==> config.mk <==
export PLATFORM = sky130hd
export DESIGN_NAME = teclado_pin
export DESIGN_NICKNAME = d
export VERILOG_FILES = /design/src/rtl/teclado_pin_pkg.sv /design/src/rtl/teclado_pin_sincronizador_filas.sv /design/src/rtl/teclado_pin.sv
export SDC_FILE = /design/constraint.sdc
export NUM_CORES = 1
export LEC_CHECK = 0
export ABC_AREA = 0
export CAP_MARGIN = 20
export CELL_PAD_IN_SITES_DETAIL_PLACEMENT = 1
export CELL_PAD_IN_SITES_GLOBAL_PLACEMENT = 2
export CORE_ASPECT_RATIO = 0.6
export CORE_MARGIN = 8
export CORE_UTILIZATION = 36
export CTS_CLUSTER_DIAMETER = 150
export CTS_CLUSTER_SIZE = 40
export DETAILED_ROUTE_END_ITERATION = 7
export PLACE_DENSITY_LB_ADDON = 0.08
export REMOVE_ABC_BUFFERS = 1
export SYNTH_ARGS = -nofsm -noshare
export SYNTH_HDL_FRONTEND = slang
export SYNTH_SLANG_ARGS = --single-unit
==> constraint.sdc <==
create_clock -name clk -period 3.5 [get_ports clk]
set_input_delay 0.7 -clock clk [delete_from_list [all_inputs] [get_ports clk]]
set_output_delay 0.7 -clock clk [all_outputs]
set_load 0.1 [all_outputs]
==> src/rtl/teclado_pin_pkg.sv <==
// Shared definitions for the keypad front end: one-hot scan states, key codes
// and the row/column to key-code map reused by the PIN receiver.
package teclado_pin_pkg;

  localparam logic [3:0] StEscaneo      = 4'b0001;
  localparam logic [3:0] StRebote       = 4'b0010;
  localparam logic [3:0] StEmitir       = 4'b0100;
  localparam logic [3:0] StEsperaSoltar = 4'b1000;

  localparam logic [3:0] Cod0   = 4'd0;
  localparam logic [3:0] Cod1   = 4'd1;
  localparam logic [3:0] Cod2   = 4'd2;
  localparam logic [3:0] Cod3   = 4'd3;
  localparam logic [3:0] Cod4   = 4'd4;
  localparam logic [3:0] Cod5   = 4'd5;
  localparam logic [3:0] Cod6   = 4'd6;
  localparam logic [3:0] Cod7   = 4'd7;
  localparam logic [3:0] Cod8   = 4'd8;
  localparam logic [3:0] Cod9   = 4'd9;
  localparam logic [3:0] CodA   = 4'hA;
  localparam logic [3:0] CodB   = 4'hB;
  localparam logic [3:0] CodC   = 4'hC;
  localparam logic [3:0] CodD   = 4'hD;
  localparam logic [3:0] CodAst = 4'hE;
  localparam logic [3:0] CodAlm = 4'hF;

  function automatic logic [3:0] codigo_tecla(input logic [1:0] fila, input logic [1:0] col);
    logic [3:0] cod;
    case ({fila, col})
      4'b00_00: cod = Cod1;
      4'b00_01: cod = Cod2;
      4'b00_10: cod = Cod3;
      4'b00_11: cod = CodA;
      4'b01_00: cod = Cod4;
      4'b01_01: cod = Cod5;
      4'b01_10: cod = Cod6;
      4'b01_11: cod = CodB;
      4'b10_00: cod = Cod7;
      4'b10_01: cod = Cod8;
      4'b10_10: cod = Cod9;
      4'b10_11: cod = CodC;
      4'b11_00: cod = CodAst;
      4'b11_01: cod = Cod0;
      4'b11_10: cod = CodAlm;
      default:  cod = CodD;
    endcase
    return cod;
  endfunction

  function automatic logic es_digito(input logic [3:0] cod);
    return (cod <= Cod9);
  endfunction

endpackage

==> src/rtl/teclado_pin_sincronizador_filas.sv <==
// Two-flop synchronizer for the asynchronous keypad rows; idles at all-high
// (no key) so reset never looks like a press.
module teclado_pin_sincronizador_filas (
  input  logic       clk_i,
  input  logic       rst_ni,
  input  logic [3:0] d_i,
  output logic [3:0] q_o
);

  logic [3:0] meta_q;
  logic [3:0] sync_q;

  always_ff @(posedge clk_i) begin
    if (!rst_ni) begin
      meta_q <= 4'hF;
      sync_q <= 4'hF;
    end else begin
      meta_q <= d_i;
      sync_q <= meta_q;
    end
  end

  assign q_o = sync_q;

endmodule

==> src/rtl/teclado_pin.sv <==
// 4x4 keypad scanner with press/release debounce; emits one digit strobe or
// one invalid-key pulse per accepted press.
module teclado_pin
  import teclado_pin_pkg::*;
#(
  parameter int unsigned SCAN_CYCLES     = 4,
  parameter int unsigned DEBOUNCE_CYCLES = 16
) (
  input  logic       clk,
  input  logic       reset,
  input  logic       habilitar,
  input  logic [3:0] filas,
  output logic [3:0] columnas,
  output logic [3:0] digito,
  output logic       digito_stb,
  output logic       tecla_invalida
);

  localparam int unsigned DwW  = $clog2(SCAN_CYCLES + 1);
  localparam int unsigned CntW = $clog2(DEBOUNCE_CYCLES + 1);
  localparam logic [DwW-1:0]  DwellLast = DwW'(SCAN_CYCLES - 1);
  localparam logic [CntW-1:0] CntMax    = CntW'(DEBOUNCE_CYCLES);

  logic [3:0]      fs;
  logic [3:0]      state_q, state_d;
  logic [1:0]      col_q, col_d;
  logic [DwW-1:0]  dwell_q, dwell_d;
  logic [CntW-1:0] cnt_q, cnt_d, cnt_inc;
  logic [1:0]      fila_q, fila_d;
  logic [3:0]      digito_q, digito_d;
  logic            stb_q, stb_d;
  logic            inv_q, inv_d;
  logic [1:0]      fila_baja;
  logic [3:0]      codigo;

  teclado_pin_sincronizador_filas u_sync (
    .clk_i  (clk),
    .rst_ni (reset),
    .d_i    (filas),
    .q_o    (fs)
  );

  // Lowest low row wins when several keys share the scanned column.
  always_comb begin
    fila_baja = 2'd0;
    if      (!fs[0]) fila_baja = 2'd0;
    else if (!fs[1]) fila_baja = 2'd1;
    else if (!fs[2]) fila_baja = 2'd2;
    else if (!fs[3]) fila_baja = 2'd3;
  end

  assign codigo  = codigo_tecla(fila_q, col_q);
  assign cnt_inc = cnt_q + CntW'(1);

  always_comb begin
    state_d  = state_q;
    col_d    = col_q;
    dwell_d  = dwell_q;
    cnt_d    = cnt_q;
    fila_d   = fila_q;
    digito_d = digito_q;
    stb_d    = 1'b0;
    inv_d    = 1'b0;
    case (state_q)
      StEscaneo: begin
        if (dwell_q == DwellLast) begin
          dwell_d = '0;
          if (fs != 4'hF) begin
            fila_d  = fila_baja;
            cnt_d   = '0;
            state_d = StRebote;
          end else begin
            col_d = col_q + 2'd1;
          end
        end else begin
          dwell_d = dwell_q + DwW'(1);
        end
      end
      StRebote: begin
        if (!fs[fila_q]) begin
          cnt_d = cnt_inc;
          if (cnt_inc == CntMax) begin
            cnt_d   = '0;
            state_d = StEmitir;
          end
        end else begin
          col_d   = col_q + 2'd1;
          dwell_d = '0;
          cnt_d   = '0;
          state_d = StEscaneo;
        end
      end
      StEmitir: begin
        if (habilitar) begin
          if (es_digito(codigo)) begin
            digito_d = codigo;
            stb_d    = 1'b1;
          end else begin
            inv_d = 1'b1;
          end
        end
        cnt_d   = '0;
        state_d = StEsperaSoltar;
      end
      StEsperaSoltar: begin
        if (fs == 4'hF) begin
          if (cnt_inc == CntMax) begin
            cnt_d   = '0;
            col_d   = col_q + 2'd1;
            dwell_d = '0;
            state_d = StEscaneo;
          end else begin
            cnt_d = cnt_inc;
          end
        end else begin
          cnt_d = '0;
        end
      end
      default: begin
        dwell_d = '0;
        cnt_d   = '0;
        state_d = StEscaneo;
      end
    endcase
  end

  always_ff @(posedge clk) begin
    if (!reset) begin
      state_q  <= StEscaneo;
      col_q    <= 2'd0;
      dwell_q  <= '0;
      cnt_q    <= '0;
      fila_q   <= 2'd0;
      digito_q <= 4'd0;
      stb_q    <= 1'b0;
      inv_q    <= 1'b0;
    end else begin
      state_q  <= state_d;
      col_q    <= col_d;
      dwell_q  <= dwell_d;
      cnt_q    <= cnt_d;
      fila_q   <= fila_d;
      digito_q <= digito_d;
      stb_q    <= stb_d;
      inv_q    <= inv_d;
    end
  end

  assign columnas       = ~(4'b0001 << col_q);
  assign digito         = digito_q;
  assign digito_stb     = stb_q;
  assign tecla_invalida = inv_q;

endmodule
### Yosys cells after proc, flatten, opt, wreduce, memory -nomap -nowiden

Memory sizes are Yosys's and may differ from the RTL's.
Index checks and enable logic that the tools add are counted.

| storage, ports and cells | value |
|---|---|
| flip-flop bits (word level) | 30 |
| ROM bits | 64 |
| output and inout bits | 10 |
| word-level logic and storage cells | 74 |
| memories | 1 |

| cells by class | value |
|---|---|
| add/sub/neg operators | 3 |
| magnitude comparators | 2 |
| equal/unequal tests | 15 |
| shifts and indexed selects | 1 |
| mux-type cells | 32 |
| bitwise gates (word level) | 2 |
| reduce and logical (&&, ||, !) cells | 8 |

Memories:

| name | words | width | rd ports | clocked after Yosys merged registers in | wr ports | RTL line | RTL |
|---|---|---|---|---|---|---|---|
| (name not given) | 16 | 4 | 1 | 0 | 0 | teclado_pin_pkg.sv:29 | `case ({fila, col})` |

Operators by type and width:

| kind | number |
|---|---|
| $mux 5 | 5 |
| $mux 4 | 6 |
| $mux 2 | 9 |
| $pmux 4 s4 | 1 |
| $pmux 5 s3 | 1 |
| $mux 3 | 4 |
| $ne 2x2->1 const B | 6 |
| $pmux 3 s4 | 1 |
| $reduce_and 3->1 | 3 |
| $eq 4x4->1 const B | 2 |
| $pmux 2 s3 | 1 |
| $reduce_and 6->1 | 1 |
| $add 5x1->5 const B | 1 |
| $eq 5x5->1 const B | 1 |
| $reduce_and 5->1 | 1 |
| $eq 4x1->1 const B | 1 |
| $eq 4x2->1 const B | 1 |
| $eq 4x3->1 const B | 1 |
| $le 4x4->1 const B | 1 |
| $ne 4x4->1 const B | 1 |
| $not 4->4 | 1 |
| $reduce_and 4->1 | 1 |
| $shl 1x2->4 const A | 1 |
| $add 3x1->3 const B | 1 |
| other kinds (9) | 11 |

### Longest topological paths before layout

| depth | value |
|---|---|
| depth in word-level cells | 5 |
| gate-level depth with buffers | 7 |

### Hierarchy

From an unflattened synthesis, not the netlist that was laid out.

| unflattened totals | value |
|---|---|
| cells, all modules | 164 |
| area, all modules | 1,468.9 µm² |

Modules (own cells, without submodules):

| module | instances | cells an instance | area each (µm²) | sequential area each (µm²) |
|---|---|---|---|---|
| teclado_pin | 1 | 148 | 1,258.7 | 440.4 |
| teclado_pin_sincronizador_filas | 1 | 16 | 210.2 | 160.2 |

### Worst setup path after synthesis

OpenSTA, ideal clock, no wires.

| timing path | value |
|---|---|
| path type | register to output |
| start point | register col_q[0] |
| end point | output columnas[0] |
| arrival time | 1,377 ps |
| path slack | 1,423 ps |
| cell stages (with the launch flop) | 4 |
| buffers on the path | 0 |
| cell sequence | dfxtp_1 > inv_1 > ha_1 > inv_1 |

| on the way | value |
|---|---|
| cells in the longest elaborated chain, start to end | 2 |

Ends and longest elaborated chain:

| item | RTL line | RTL |
|---|---|---|
| start, declared | teclado_pin.sv:26 | `logic [1:0] col_q, col_d;` |
| start signal, assigned | teclado_pin.sv:139 | `col_q <= col_d;` |
| $shl 1x2->4 | teclado_pin.sv:149 | `assign columnas = ~(4'b0001 << col_q);` |
| $not 4->4 | teclado_pin.sv:149 |  |
| end, declared | teclado_pin.sv:13 | `output logic [3:0] columnas,` |

Every way passes these cells.

### Worst setup path in the final report

| timing path | value |
|---|---|
| start point | register digito_q[0], in the netlist digito[0] |
| end point | output digito[0] |

RTL lines:

| item | RTL line | RTL |
|---|---|---|
| start, declared | teclado_pin.sv:30 | `logic [3:0] digito_q, digito_d;` |
| start signal, assigned | teclado_pin.sv:143 | `digito_q <= digito_d;` |
| end, declared | teclado_pin.sv:14 | `output logic [3:0] digito,` |

No word-level cell between the ends.

==> reports/results.txt <==
drt initial violations -> 56
ys flop type -> dfxtp_1
I/O pin cnt -> 17
maximum vdd ir drop -> 0.000173 V
Die Height -> 66.4 um
fmax -> 405 MHz
drt first pass iters -> 4
Routability Congestion -> 0.769
Via density -> 5.02
synthesized instance count -> 169
slew at the pin closest to its max-slew limit -> 0.987 ns
total CTS buffers -> 5
post-synthesis register bit count -> 30
Hold Crit Class -> flop to flop
layout cell share with drive strength beyond 1 -> 10.1%
RSZ-0062 raised after global routing -> no
Syn-to-layout area delta -> 21.3%
setup bufs post-CTS -> 0
first-pass GRT wire length -> 6.47 mm
WP buf/inv -> 1
port bufs -> 16
worst skew pair latency -> 0.28 ns
Core ar. -> 4080 sq um
wirelength, routed -> 3.74 mm
Initial Util -> 37.4%
DP HPWL -> 2.75 mm
Hold EP -> u_sync.q_o[0]
clock root buffer -> clkbuf_8
Leakage Power -> 0.715 nW
Final nets -> 203
initial antenna violation count -> 0
GR Overflow Total -> 0
DIE AREA -> 6640 sq um
P per Cell Area -> 442 nW/um^2
worst-path maximum fanout -> 2
H-tree Lvls -> 2
Synth Area per Inst -> 9.02 sq um
CTS resizes -> 0
Crit path required time -> 2.80 ns
largest net degree at the start of global routing -> 26
asr flop ratio synth -> 0%
critical path cell sequence -> clkdlybuf4s50_1
synth unique cells -> 43
gr usage total -> 12.7%
final setup violation count -> 0
hold_sp -> u_sync.meta_q[0]
Period minus WS final -> 2.47 ns
CP endpoint kind -> primary output
Hold Vio Cnt, Final -> 0
Sink Count -> 30
post-synthesis sequential area ratio -> 39.4%
FF-to-FF End -> digito[0]
Slowest cell on crit path -> clkdlybuf4s50_1
CTS tree -> done
drc violations -> 0
CTS Hold Bufs -> 0
per-cell routed wire length -> 15.1 um
Bufs on Longest Clock Path -> 2
Max Cap Viol -> 0
final clock skew -> 0.00335 ns
Post-DRT Antenna Nets -> 0
Final Max Tran Viols -> 0
Worst Hold Depth -> 1
worst stage delay on the critical path -> 1.14 ns
vias in the first global route -> 1297
chip width -> 100 um
Post-synth EDFFs -> 0
total number of yosys warnings -> 0
row count -> 18
total number of vias -> 1245
Clock Pin Slew Worst Setup and Hold Paths -> 0.06 ns
setup tns final -> 0 ns
CP Launch Type -> flop
ANT cells -> 0
FF-to-FF path depth -> 7
critical path class -> flop to primary output
Slew headroom -> 34.0%
final worst setup slack -> 1.03 ns
Final Cycle Share -> 70.5%
Setup WS pre-CTS -> 1.19 ns
Levels on crit path -> 1
status -> completed
worst reg2reg setup slack -> 1.50 ns
Arrival @ worst endpoint -> 1.77 ns
cell area after synthesis -> 1520 sq um
Top delay family on crit path -> buffers and inverters
RR Startpoint -> col_q[0]
==> cell usage in the layout, fill, tap and decap left out, types with 2 or more instances in the layout <==
cell type,synthesis,routed
dfxtp_1,30,30
nand2_1,18,18
nand2b_1,14,14
clkdlybuf4s50_1,0,12
inv_1,9,9
o21ai_0,8,8
nor2b_1,8,8
ha_1,8,8
a21oi_1,7,7
nand3_1,6,6
clkbuf_8,0,6
and2_1,5,5
buf_4,0,5
mux2i_1,4,4
nor2_1,4,4
nor4b_2,3,3
and3_1,3,3
a22oi_1,3,3
a21boi_1,3,3
a21boi_0,3,3
o31ai_1,2,2
o211ai_1,2,2
o22ai_1,2,2
o21ai_1,2,2
==> synth_stat cells (all sizes together), types with 2 or more instances <==
cell type,n,area share [%]
clkbuf,3,0.74
o211ai,2,0.98
dfxtp,30,39
nand3,6,2.0
o21ai,10,3.3
nand2,18,4.4
and3,3,1.2
buf,2,0.66
ha,8,6.6
a21oi,7,2.3
o22ai,2,0.82
o31ai,2,0.98
nor2,5,1.7
and2,5,2.1
a22oi,3,1.5
inv,9,2.2
nor2b,8,3.3
nor4b,3,3.0
nand2b,14,5.7
a21boi,7,3.7
mux2i,4,2.6
==> sequential cells by signal, indices dropped and copies added (netlist names) <==
signal	count
cnt_q	5
digito	4
state_q	4
u_sync.meta_q	4
u_sync.q_o	4
dwell_q	3
col_q	2
fila_q	2
digito_stb	1
tecla_invalida	1
==> logic make-up after synthesis <==
| group | count (synthesis) | synth area share, % |
|---|---|---|
| multiplexers | 6 | 4.84 |
| AO/OA/AOI/OAI | 41 | 17.9 |
| AND/OR/NAND/NOR | 69 | 27.1 |
| adder cells (fa/ha/maj) | 8 | 6.57 |
| XOR/XNOR | 1 | 0.575 |
| buffers and inverters | 14 | 3.61 |
| flip-flops | 30 | 39.4 |
==> per-layer routing <==
| layer | vias up | wire (um) | GRT usage [%] |
|---|---|---|---|
| met1 | 589 | 2020 | 17.7 |
| met5 | - | 0 | 0 |
| met4 | 0 | 59 | 6.17 |
| met3 | 5 | 198 | 3.68 |
| li1 | 628 | - | - |
| met2 | 23 | 1460 | 17.1 |
==> worst max-delay path by stage <==
stage / from / endpoint / slack, ns
floorplan: col_q[0] / columnas[0] / 1.42
global placement: reset / dwell_q[1] / 1.25
detailed placement: reset / dwell_q[1] / 1.19
CTS: digito[3] / digito[3] / 1.01
global route: digito[0] / digito[0] / 0.98
finish: digito[0] / digito[0] / 1.03
==> metrics by stage <==
| step | cells | total power, mW | hold slack (ns) | util (%) | instance area, sq um |
|---|---|---|---|---|---|
| after CTS | 248 | 0.827 | 0.418 | 45.3 | 1850 |
| after detailed placement | 241 | 0.462 | 0.403 | 42.6 | 1740 |
| after global placement | 241 | 0.459 | 0.391 | 42.6 | 1740 |
| final | 248 | 0.816 | 0.414 | 45.3 | 1850 |
| after floorplan | 164 | 0.430 | 0.386 | - | 1500 |
| after global routing | 248 | 0.851 | 0.443 | 45.3 | 1850 |
==> area by class of cell <==
class                           count  area, sq um
Clock buffer                        6         82.6
Clock inverter                      1         30.0
Multi-Input combinational cell    125          868
Timing Repair Buffer               17          158
Inverter                            9         33.8
Fill cell                         483         2230
Sequential cell                    30          601
Tap cell                           60         75.1
==> where the power goes <==
group          total [mW]  leakage [nW]  switching (mW)  internal, mW
Clock               0.362        0.0573           0.135         0.228
Sequential          0.365         0.244          0.0116         0.354
Combinational      0.0889         0.413          0.0535        0.0354
Total               0.816         0.715           0.200         0.617
(Power assumes the default switching activity.)
